[src/rtl/sim_frame_tracker_if.sv]
// sim_frame_tracker_if: harness-side sync inputs and frame/dump status outputs
interface sim_frame_tracker_if;
  logic        vs;
  logic        downloading;
  logic [31:0] frame_cnt;
  logic        vs_fall;
  logic        dwn_done;
  logic        dump_en;
  logic        dump_start;
  logic        finish_req;
  modport master (
    output vs, downloading,
    input  frame_cnt, vs_fall, dwn_done, dump_en, dump_start, finish_req
  );
  modport slave (
    input  vs, downloading,
    output frame_cnt, vs_fall, dwn_done, dump_en, dump_start, finish_req
  );
endinterface

[src/rtl/sim_frame_tracker.sv]
// sim_frame_tracker: frame counter and dump-window sequencer driven by vsync and ROM download
module sim_frame_tracker #(
  parameter bit          LOADROM     = 1'b1,
  parameter logic [31:0] START_FRAME = 32'd0,
  parameter logic [31:0] STOP_FRAME  = 32'd0,
  parameter logic [31:0] MAXFRAMES   = 32'd0
) (
  input logic clk,
  input logic rst_n,
  sim_frame_tracker_if.slave s
);
  typedef enum logic [1:0] {WAIT_DWN, ARMED, DUMPING, DONE} state_t;
  state_t      st_q, st_d;
  logic [2:0]  vs_q, dl_q;
  logic        rdy_q, vs_fall_q, dwn_done_q, dwn_rise_q;
  logic        dump_en_q, dump_en_d, dump_start_q, dump_start_d;
  logic        finish_q, finish_d, fin_lat_q, fin_lat_d;
  logic [31:0] cnt_q, cnt_d, nxt;
  logic        inc, start_hit, stop_hit;
  always_comb begin
    nxt          = cnt_q + 32'd1;
    inc          = vs_fall_q && cnt_q != '1;
    start_hit    = START_FRAME == 32'd0 || (inc && nxt == START_FRAME);
    stop_hit     = STOP_FRAME != 32'd0 && inc && nxt == STOP_FRAME;
    st_d         = st_q;
    cnt_d        = cnt_q;
    dump_en_d    = dump_en_q;
    dump_start_d = 1'b0;
    finish_d     = 1'b0;
    fin_lat_d    = fin_lat_q;
    if (LOADROM && dwn_rise_q) begin
      st_d      = WAIT_DWN;
      cnt_d     = '0;
      dump_en_d = 1'b0;
      fin_lat_d = 1'b0;
    end else if (rdy_q) begin
      if (st_q != WAIT_DWN && inc) begin
        cnt_d = nxt;
        if (MAXFRAMES != 32'd0 && nxt == MAXFRAMES && !fin_lat_q) begin
          finish_d  = 1'b1;
          fin_lat_d = 1'b1;
        end
      end
      case (st_q)
        WAIT_DWN: st_d = dwn_done_q ? ARMED : WAIT_DWN;
        // a window that opens and closes on the same frame skips straight to DONE
        ARMED: if (start_hit) begin
          dump_start_d = 1'b1;
          dump_en_d    = !stop_hit;
          st_d         = stop_hit ? DONE : DUMPING;
        end
        DUMPING: if (stop_hit) begin
          st_d      = DONE;
          dump_en_d = 1'b0;
        end
        default: st_d = st_q;
      endcase
    end
  end
  always_ff @(posedge clk or negedge rst_n) begin
    if (!rst_n) begin
      st_q         <= LOADROM ? WAIT_DWN : ARMED;
      vs_q         <= '1;
      dl_q         <= '0;
      rdy_q        <= 1'b0;
      vs_fall_q    <= 1'b0;
      dwn_done_q   <= 1'b0;
      dwn_rise_q   <= 1'b0;
      cnt_q        <= '0;
      dump_en_q    <= 1'b0;
      dump_start_q <= 1'b0;
      finish_q     <= 1'b0;
      fin_lat_q    <= 1'b0;
    end else begin
      st_q         <= st_d;
      vs_q         <= {vs_q[1:0], s.vs};
      dl_q         <= {dl_q[1:0], s.downloading};
      rdy_q        <= 1'b1;
      vs_fall_q    <= vs_q[2] & ~vs_q[1];
      dwn_done_q   <= dl_q[2] & ~dl_q[1];
      dwn_rise_q   <= ~dl_q[2] & dl_q[1];
      cnt_q        <= cnt_d;
      dump_en_q    <= dump_en_d;
      dump_start_q <= dump_start_d;
      finish_q     <= finish_d;
      fin_lat_q    <= fin_lat_d;
    end
  end
  assign s.frame_cnt  = cnt_q;
  assign s.vs_fall    = vs_fall_q;
  assign s.dwn_done   = dwn_done_q;
  assign s.dump_en    = dump_en_q;
  assign s.dump_start = dump_start_q;
  assign s.finish_req = finish_q;
endmodule
[src/flat_wrapper.sv]
// flat-port wrapper written by rule: the top's interface ports become plain ports
module sim_frame_tracker_flat 
#(
  parameter bit          LOADROM     = 1'b1,
  parameter logic [31:0] START_FRAME = 32'd0,
  parameter logic [31:0] STOP_FRAME  = 32'd0,
  parameter logic [31:0] MAXFRAMES   = 32'd0
)
  (clk, rst_n, s_vs, s_downloading, s_frame_cnt, s_vs_fall, s_dwn_done, s_dump_en, s_dump_start, s_finish_req);
  sim_frame_tracker_if s_i ();
  input logic clk;
  input logic rst_n;
  input wire logic [$bits(s_i.vs)-1:0] s_vs;
  input wire logic [$bits(s_i.downloading)-1:0] s_downloading;
  output wire logic [$bits(s_i.frame_cnt)-1:0] s_frame_cnt;
  output wire logic [$bits(s_i.vs_fall)-1:0] s_vs_fall;
  output wire logic [$bits(s_i.dwn_done)-1:0] s_dwn_done;
  output wire logic [$bits(s_i.dump_en)-1:0] s_dump_en;
  output wire logic [$bits(s_i.dump_start)-1:0] s_dump_start;
  output wire logic [$bits(s_i.finish_req)-1:0] s_finish_req;
  assign s_i.vs = s_vs;
  assign s_i.downloading = s_downloading;
  assign s_frame_cnt = s_i.frame_cnt;
  assign s_vs_fall = s_i.vs_fall;
  assign s_dwn_done = s_i.dwn_done;
  assign s_dump_en = s_i.dump_en;
  assign s_dump_start = s_i.dump_start;
  assign s_finish_req = s_i.finish_req;
  sim_frame_tracker #(.LOADROM(LOADROM), .START_FRAME(START_FRAME), .STOP_FRAME(STOP_FRAME), .MAXFRAMES(MAXFRAMES)) u_core (.clk(clk), .rst_n(rst_n), .s(s_i));
endmodule
[config.mk]
export PLATFORM = sky130hd
export DESIGN_NAME = sim_frame_tracker_flat
export DESIGN_NICKNAME = d
export VERILOG_FILES = /design/src/rtl/sim_frame_tracker_if.sv /design/src/rtl/sim_frame_tracker.sv /design/src/flat_wrapper.sv
export SDC_FILE = /design/constraint.sdc
export NUM_CORES = 1
export LEC_CHECK = 0
export CORE_MARGIN = 10
export CORE_UTILIZATION = 40
export DETAILED_ROUTE_END_ITERATION = 10
export PLACE_DENSITY_LB_ADDON = 0.1
export SYNTH_ARGS = -nofsm -noshare
export SYNTH_HDL_FRONTEND = slang
export SYNTH_SLANG_ARGS = --single-unit
[constraint.sdc]
create_clock -name clk -period 7.1 [get_ports clk]
set_clock_uncertainty 0.1 [all_clocks]
set_input_delay 1.42 -clock clk [delete_from_list [all_inputs] [get_ports clk]]
set_output_delay 1.42 -clock clk [all_outputs]
set_load 0.01 [all_outputs]
==> metrics.txt, run 1 <==
Initial Utilization=0.423; TNS Setup=0 ps; synth unique cells=37; wire length of the first global-routing pass=8850 microns; initial antenna violation count=0; worst setup slack after layout=4130 ps; Netlist Area Pre-Place=2200 sq um; NetSw=0.000116 W; R2R depth=6; Reg2Reg Launch Point=u_core.s.frame_cnt[0]$_DFFE_PN0P_; residual DRC count=0; most frequent cell after synthesis=dfrtp_1; Worst EP arrival=3110 ps; synth-to-layout area growth=24.7%; top sig layer=met4; CTS Hold Buffers Added=0; Worst VDD drop=124 uV; clock buffer depth=2; Final Max Tran Viols=0; part of the power in registers=0.589; Reg clk slew, reported paths=90 ps; CTS Buf Count=5; Worst-Skew Late Latency=310 ps; ranking of synthesized cells by area=dfrtp_1, a21oi_1, or3_1; Switching Fraction=0.251; fmax=337 MHz; GRT Util Overall=0.121; reg2reg end=u_core.s.frame_cnt[30]$_DFFE_PN0P_; Post-Place Worst Slack=4160 ps; final hold slack=258 ps; top post-synthesis cells by count=dfrtp_1, a21oi_1, nand2_1; Seq/Total Area, Yosys=0.525; hold_sp=u_core.dl_q[0]$_DFF_PN0_; M1 WL=2490 microns; Max stage delay cell, worst path=or4_1; largest net degree at the start of global routing=47; via/cell ratio=5.47; Final ANT Viol Nets=0; cts repair resizes=0; Synth area leader=dfrtp_1; Syn. warnings=0; Tcrit/Tclk final=0.418; Final Wtd Congestion=0.794; Synth Net Count=235; post-DP HPWL=3540 microns; Yosys top cell area share=0.489; Clk pwr share=0.359; routed wire length per instance=15.2 microns; worst hold-check path type=flop to flop; metal3 WL=388 microns; H-tree depth=2; Fin. Hold Viols=0; Synth Area per Inst=9.57 sq um; Crit path top cell by count=or4_1; vias in the first global route=1,907; outcome=finished clean; Logic pwr share=0.052; worst-margin pin slew=997 ps; total of max-cap violations=0; worst-path cell chain=ha_1, nand3_1, or4_1, or4_1, or4_1, a21oi_1; kind of critical path=flop to flop; Placed Cells incl. Taps=332; cells after synthesis=230; Hold Crit Endpoint=u_core.dl_q[1]$_DFF_PN0_; CP Data Required Time=7240 ps; Final min period=2970 ps; DIE AREA=8870 sq um; PortBufs=39; Post-synth ARST share=1.00; ANT cells=0; DR iter-0 viols=79; Core Area=5200 sq um; drt first pass iters=4; Die H=94.2 microns; Post-synth EDFFs=0; unrepaired setup endpoints after global routing=no; flop2flop setup slack=4130 ps; via total after detailed routing=1,860; startpoint types=flop; fin cells=340; TritonCTS clock tree=yes; Total Wirelength=5180 microns; Final setup viols=0; met2 WL=2230 microns; number of synthesized register bits=46; Top FF cell, synth=dfrtp_1; layout cell share with drive strength beyond 1=0.0704; chip width=94.2 microns; Slew HR=0.335; CP endpoint kind=flop; Max FO, Critical Path=9; Power Dens Cells=169 nW/um^2; final global-route overflow total=0; Int Power=0.000348 W; row count=26; Hold Path Stages=0; io pins=41; CTS root buffer=clkbuf_8; largest stage delay on the critical path=720 ps; postcts setup bufs=0; # nets final=274; clock sinks=46; Leak=1.03 nW
worst max-delay path, delay by kind of cell, from the launching register on:
kind	cells	cell delay, ps
compound gates	1	150
fa+ha+maj	1	280
flops	1	470
simple gates	4	1910
per-stage QoR:
stage,util,total power [W],cell area [sq um]
3_5_place_dp,0.509,0.000303,2650
5_1_grt,0.527,0.000485,2740
2_1_floorplan,-,0.000289,2200
3_3_place_gp,0.509,0.000303,2650
6_report,0.527,0.000464,2740
4_1_cts,0.527,0.000471,2740
final cells by class:
cell class	instances	area [sq um]
fillers	507	2460
flip-flops and latches	46	1150
multi-input cells	171	993
repair buffers	41	400
well taps	70	87.6
clock buffers	5	68.8
clock inverters	3	23.8
inverters	4	15.0
power groups by stage:
stage / registers [W] / clock network (W) / logic [W]
final: 0.000274 / 0.000167 / 0.0000242
after global routing: 0.000275 / 0.000183 / 0.0000276
after CTS: 0.000274 / 0.000172 / 0.0000251
after detailed placement: 0.000279 / 0 / 0.0000248
after global placement: 0.000278 / 0 / 0.0000251
after floorplan: 0.000279 / 0 / 0.0000101
metal layers:
layer	GRT usage	vias to the layer above
li1	-	923
met1	0.153	895
met2	0.183	34
met3	0.0424	8
met4	0.0506	0
met5	0	-
cell families after synthesis:
| family | after synthesis | share of synthesized area |
|---|---|---|
| multiplexers | 2 | 0.00966 |
| AO/OA/AOI/OAI | 57 | 0.152 |
| other | 2 | 0.00341 |
| AND/OR/NAND/NOR | 103 | 0.254 |
| adder cells (fa/ha/maj) | 1 | 0.00568 |
| flip-flops | 46 | 0.525 |
| buffers and inverters | 13 | 0.0261 |
| XOR/XNOR | 6 | 0.0239 |
worst max path at each step:
stage                                                 start                            endpoint  cells past startpoint
after floorplan           u_core.s.frame_cnt[0]$_DFFE_PN0P_  u_core.s.frame_cnt[30]$_DFFE_PN0P_                      8
after global placement    u_core.s.frame_cnt[0]$_DFFE_PN0P_  u_core.s.frame_cnt[30]$_DFFE_PN0P_                      6
after detailed placement  u_core.s.frame_cnt[0]$_DFFE_PN0P_  u_core.s.frame_cnt[30]$_DFFE_PN0P_                      6
after CTS                 u_core.s.frame_cnt[0]$_DFFE_PN0P_  u_core.s.frame_cnt[30]$_DFFE_PN0P_                      6
after global routing      u_core.s.frame_cnt[0]$_DFFE_PN0P_  u_core.s.frame_cnt[30]$_DFFE_PN0P_                      6
final                     u_core.s.frame_cnt[0]$_DFFE_PN0P_  u_core.s.frame_cnt[30]$_DFFE_PN0P_                      6
state kept, by name (all words and copies together), names as in the netlist:
signal and flops:
u_core.s.dwn_done 1, u_core.s.vs_fall 1, u_core.st_q 2, u_core.s.dump_en 1, u_core.vs_q 3, u_core.rdy_q 1
u_core.s.dump_start 1, u_core.s.frame_cnt 32, u_core.dl_q 3, u_core.dwn_rise_q 1
layout by cell type, fill, tap and decap left out, types with 2 or more instances in the layout:
master,synthesis,routed
dfrtp_1,43,43
clkdlybuf4s50_1,0,38
a21oi_1,25,25
nand2_1,18,18
nor2_1,17,17
or3_1,16,16
o21ai_0,15,15
nand3_1,12,12
or4_1,11,11
nand4_1,8,8
o31ai_1,9,8
nor2b_1,6,6
clkbuf_8,0,5
inv_1,4,4
and3_1,3,3
xor2_1,3,3
nor3_1,3,3
nor4_1,3,3
xnor2_1,3,3
dfstp_2,3,3
o211ai_1,2,2
a211oi_1,2,2
conb_1,2,2
clkinvlp_4,0,2
buf_4,1,2
No activity file was read; power rests on OpenSTA's default activity.
==> run 2, diff against run 1 <==
- clock period: 7.1 -> 3.1 ns (I/O delays scaled with it)
==> run 2 against run 1 <==
Worst setup slack lost 3900 ps. Clock-buffer cell count is the same. Design area grew 0.32%. Worst hold slack gained 6.4 ps. Sequential power grew 130%. First-iteration DRC count shrank 10%.
==> metrics.txt, run 2 (synthesized netlist as in run 1, its figures left out) <==
Final min period=2840 ps (-132 ps); via total after detailed routing=1,864 (+0.22%); total of max-cap violations=0 (unchanged); CP Data Required Time=3220 ps (-4020 ps); initial antenna violation count=0 (unchanged); Leak=1.03 nW (+0.79%); DR iter-0 viols=71 (-10%); max reg flops=32 (unchanged); met2 WL=2180 microns (-2.2%); chip width=94.2 microns (unchanged); PortBufs=39 (unchanged); worst-path cell chain=ha_1, nand3_1, or4_1, or4_1, or4_1, a21oi_1; post-DP HPWL=3520 microns (-0.55%); hold_sp=u_core.vs_q[0]$_DFF_PN1_; Reg2Reg Launch Point=u_core.s.frame_cnt[0]$_DFFE_PN0P_; Worst VDD drop=290 uV (+130%); clock sinks=46 (unchanged); Core Area=5200 sq um (unchanged); Final Max Tran Viols=0 (unchanged); fmax=352 MHz (+4.7%); io pins=41 (unchanged); top sig layer=met4; Crit path top cell by count=or4_1; TritonCTS clock tree=yes; worst hold-check path type=flop to flop; worst-margin pin slew=994 ps (-3.29 ps); CTS Buf Count=5 (unchanged); postcts setup bufs=0 (unchanged); GRT Util Overall=0.120 (-0.00123); clock buffer depth=2 (unchanged); Worst-Skew Late Latency=310 ps (about the same); fin cells=341 (+0.29%); drt first pass iters=4 (unchanged); synth-to-layout area growth=25.1%; H-tree depth=2 (unchanged); Design Area, Final=2750 sq um (+0.32%); Max stage delay cell, worst path=or4_1; Buf/Inv on CP=0 (unchanged); most frequent cells in the layout=dfrtp_1, clkdlybuf4s50_1, a21oi_1; cts repair resizes=0 (unchanged); Fin. Hold Viols=0 (unchanged); kind of critical path=flop to flop; utilization after layout=0.529 (+0.00168); routed wire length per instance=14.7 microns (-3.6%); unrepaired setup endpoints after global routing=no; row count=26 (unchanged); Tcrit/Tclk final=0.916 (+0.497); Power Dens Cells=387 nW/um^2 (+130%); CTS root buffer=clkbuf_8; # nets final=275 (+0.36%); Total Wirelength=5010 microns (-3.4%); delay-heaviest family, CP=simple AND/OR/NAND/NOR gates; CP endpoint kind=flop; vias in the first global route=1,787 (-6.3%); CTS Hold Buffers Added=0 (unchanged); M1 WL=2360 microns (-5.4%); layout cell share with drive strength beyond 1=0.0738 (+0.00343); Worst EP arrival=2960 ps (-150 ps); ANT cells=0 (unchanged); Die H=94.2 microns (unchanged); Final Wtd Congestion=0.816 (+2.7%); largest stage delay on the critical path=690 ps (-30 ps); Final ANT Viol Nets=0 (unchanged); via/cell ratio=5.47 (about the same); startpoint types=flop; Initial Utilization=0.423 (unchanged); largest net degree at the start of global routing=47 (unchanged); Max FO, Critical Path=9 (unchanged); commonest non-fill, non-tap cell in the layout=dfrtp_1; placed cell area=2660 sq um (+0.28%); launch point of the worst path=u_core.s.frame_cnt[0]$_DFFE_PN0P_; metal3 WL=398 microns (+2.6%); Final setup viols=0 (unchanged); residual DRC count=0 (unchanged); Placed Cells incl. Taps=333 (+0.30%); outcome=finished clean; Reg clk slew, reported paths=90 ps (about the same); wire length of the first global-routing pass=8510 microns (-3.8%); Slew HR=0.338 (+0.00220); final global-route overflow total=0 (unchanged); TNS Setup=0 ps (unchanged); DIE AREA=8870 sq um (unchanged)
==> run 2: per-stage QoR <==
stage	hold slack [ps]	power [W]	worst slack, ps
2_1_floorplan	224	0.000662	334
3_3_place_gp	236	0.000695	357
3_5_place_dp	236	0.000695	301
4_1_cts	265	0.00108	275
5_1_grt	263	0.00111	143
6_report	265	0.00106	261
==> run 2: cell type report <==
cell class / instances / area [sq um]
Clock inverter: 3 / 25.0
Fill cell: 502 / 2450
Tap cell: 70 / 87.6
Timing Repair Buffer: 42 / 408
Sequential cell: 46 / 1150
Clock buffer: 5 / 68.8
Inverter: 4 / 15.0
Multi-Input combinational cell: 171 / 993
==> run 2: worst paths after layout <==
| check | slack [ps] | cells past startpoint | endpoint |
|---|---|---|---|
| setup / recovery | 260 | 6 | u_core.s.frame_cnt[30]$_DFFE_PN0P_ |
| hold / removal | 260 | 0 | u_core.vs_q[1]$_DFF_PN1_ |
| setup reg to reg | 260 | 6 | u_core.s.frame_cnt[30]$_DFFE_PN0P_ |
| hold reg to reg | 260 | 0 | u_core.vs_q[1]$_DFF_PN1_ |
| max in group asynchronous | 1910 | 1 | u_core.s.frame_cnt[8]$_DFFE_PN0P_ |
| min in group asynchronous | 360 | 1 | u_core.s.frame_cnt[15]$_DFFE_PN0P_ |
==> run 2: metal layers <==
metal	track usage	vias to the layer above
li1	-	927
met1	0.154	886
met2	0.174	45
met3	0.0440	6
met4	0.0557	0
met5	0	-
==> run 2: report_power, final <==
part | total, W | switching [W] | internal [W]
Combinational | 0.0000499 | 0.0000289 | 0.0000210
Clock | 0.000383 | 0.000220 | 0.000163
Sequential | 0.000632 | 0.0000173 | 0.000615
Total | 0.00106 | 0.000266 | 0.000798
==> run 3, diff against run 2 <==
- CORE_MARGIN: 10 -> not set
- SETUP_SLACK_MARGIN: not set -> 0.3
==> run 3 against run 2 <==
Register-to-register slack gained 170 ps. Combinational power rose by 11%. Global-route usage up 6.4 points. Critical endpoint unchanged.
==> metrics.txt, run 3 (synthesized netlist as in run 1, its figures left out) <==
outcome=finished clean; TNS Setup=0 ps (unchanged); Core Area=5200 sq um (unchanged); # nets final=277 (+0.73%); wire length of the first global-routing pass=8520 microns (+0.16%); Max FO, Critical Path=9 (unchanged); H-tree depth=2 (unchanged); CP endpoint kind=flop; Reg clk slew, reported paths=90 ps (about the same); CTS Hold Buffers Added=0 (unchanged); Final min period=2670 ps (-169 ps); Design Area, Final=2780 sq um (+0.86%); initial antenna violation count=0 (unchanged); reg2reg end=u_core.s.frame_cnt[30]$_DFFE_PN0P_; PortBufs=39 (unchanged); Leak=1.04 nW (+0.59%); layout cell share with drive strength beyond 1=0.0952 (+0.0214); Final ANT Viol Nets=0 (unchanged); fmax=375 MHz (+6.3%); startpoint types=flop; Worst-Skew Late Latency=300 ps (about the same); largest stage delay on the critical path=610 ps (-80 ps); clock sinks=46 (unchanged); unrepaired setup endpoints after global routing=no; DR iter-0 viols=75 (+5.6%); io pins=41 (unchanged); Hold Path Stages=0 (unchanged); ANT cells=0 (unchanged); Power Dens Cells=386 nW/um^2 (-0.23%); kind of critical path=flop to flop; Final Max Tran Viols=0 (unchanged); row count=26 (unchanged); R2R depth=6 (unchanged); Final setup viols=0 (unchanged); final global-route overflow total=0 (unchanged); placed cell area=2660 sq um (unchanged); clock buffer depth=2 (unchanged); worst-margin pin slew=1000 ps (+7.06 ps); Final Wtd Congestion=0.742 (-9.1%); GRT Util Overall=0.184 (+0.0641); vias in the first global route=1,762 (-1.4%); residual DRC count=0 (unchanged); Die H=76.2 microns (-19%); routed wire length per instance=13.8 microns (-6.3%); Crit path top cell by count=or4_1; Max stage delay cell, worst path=or4_4; max reg flops=32 (unchanged); worst hold-check path type=flop to flop; worst-path cell chain=ha_2, nand3_1, or4_1, or4_4, or4_1, a21oi_1; via total after detailed routing=1,852 (-0.64%); largest net degree at the start of global routing=47 (unchanged); most frequent cells in the layout=dfrtp_1, clkdlybuf4s50_1, a21oi_1; commonest non-fill, non-tap cell in the layout=dfrtp_1; Buf/Inv on CP=0 (unchanged); post-DP HPWL=3250 microns (-7.8%); delay-heaviest family, CP=simple AND/OR/NAND/NOR gates; total of max-cap violations=0 (unchanged); Reg2Reg Launch Point=u_core.s.frame_cnt[1]$_DFFE_PN0P_; DIE AREA=5800 sq um (-35%); Hold Crit Endpoint=u_core.dl_q[1]$_DFF_PN0_; CTS root buffer=clkbuf_8; Total Wirelength=4720 microns (-5.7%); Slew HR=0.333 (-0.00471); # fillers=481 (-4.2%); CTS Buf Count=5 (unchanged); Fin. Hold Viols=0 (unchanged); drt first pass iters=4 (unchanged); Initial Utilization=0.423 (unchanged); via/cell ratio=5.40 (-1.2%); TritonCTS clock tree=yes; synth-to-layout area growth=26.2%; CP Data Required Time=3220 ps (about the same); flop2flop setup slack=430 ps (+170 ps); Worst VDD drop=290 uV (+0.17%); chip width=76.2 microns (-19%); Tcrit/Tclk final=0.861 (-0.0545); Worst EP arrival=2790 ps (-170 ps); hold_sp=u_core.dl_q[0]$_DFF_PN0_
-- run 3: cell count changes in the layout (fill, tap and decap cells not counted), sizes merged --
cell,before,now
buf,4,6
-- run 3: how the worst max path moves through the flow --
stage                     slack (ps)                               from                            endpoint  cells past startpoint
after floorplan                  330  u_core.s.frame_cnt[0]$_DFFE_PN0P_  u_core.s.frame_cnt[30]$_DFFE_PN0P_                      8
after global placement           360  u_core.s.frame_cnt[0]$_DFFE_PN0P_  u_core.s.frame_cnt[30]$_DFFE_PN0P_                      6
after detailed placement         280  u_core.s.frame_cnt[0]$_DFFE_PN0P_  u_core.s.frame_cnt[30]$_DFFE_PN0P_                      6
after CTS                        350  u_core.s.frame_cnt[0]$_DFFE_PN0P_  u_core.s.frame_cnt[30]$_DFFE_PN0P_                      6
after global routing             310  u_core.s.frame_cnt[1]$_DFFE_PN0P_  u_core.s.frame_cnt[30]$_DFFE_PN0P_                      6
final                            430  u_core.s.frame_cnt[1]$_DFFE_PN0P_  u_core.s.frame_cnt[30]$_DFFE_PN0P_                      6
-- run 3: per-stage QoR --
stage | hold slack, ps | utilization | worst slack, ps | cells | total power (W)
6_report | 256 | 0.533 | 430 | 343 | 0.00107
5_1_grt | 263 | 0.533 | 314 | 343 | 0.00112
2_1_floorplan | 224 | - | 334 | 230 | 0.000662
3_5_place_dp | 245 | 0.511 | 284 | 333 | 0.000695
4_1_cts | 257 | 0.530 | 349 | 341 | 0.00108
3_3_place_gp | 237 | 0.511 | 356 | 333 | 0.000695
-- run 3: cell type report --
type | instances | area (sq um) | share of cell area
Clock inverter | 3 | 25.0 | 0.00901
Clock buffer | 5 | 68.8 | 0.0248
Multi-Input combinational cell | 171 | 1000 | 0.360
Tap cell | 70 | 87.6 | 0.0315
Timing Repair Buffer | 44 | 423 | 0.152
Sequential cell | 46 | 1160 | 0.417
Inverter | 4 | 15.0 | 0.00541
-- run 3: layer usage --
| metal | wire [microns] | GRT usage | part of all wire | vias up |
|---|---|---|---|---|
| met4 | 77 | 0.0750 | 0.016 | 0 |
| met2 | 2120 | 0.283 | 0.45 | 42 |
| li1 | - | - | - | 932 |
| met1 | 2330 | 0.255 | 0.49 | 870 |
| met3 | 195 | 0.0371 | 0.041 | 8 |
| met5 | 0 | 0 | 0 | - |
-- run 3: repair_timing --
item / 4_1_cts / 5_1_grt
endpoints found under the setup margin: 1 / 1
setup buffers: 0 / 2
gates resized for setup: 1 / 3
-- run 3: where the power goes --
group	internal, W	total, W	switching [W]
clock network	0.000163	0.000384	0.000221
logic	0.0000247	0.0000555	0.0000308
registers	0.000615	0.000632	0.0000167
total	0.000803	0.00107	0.000269
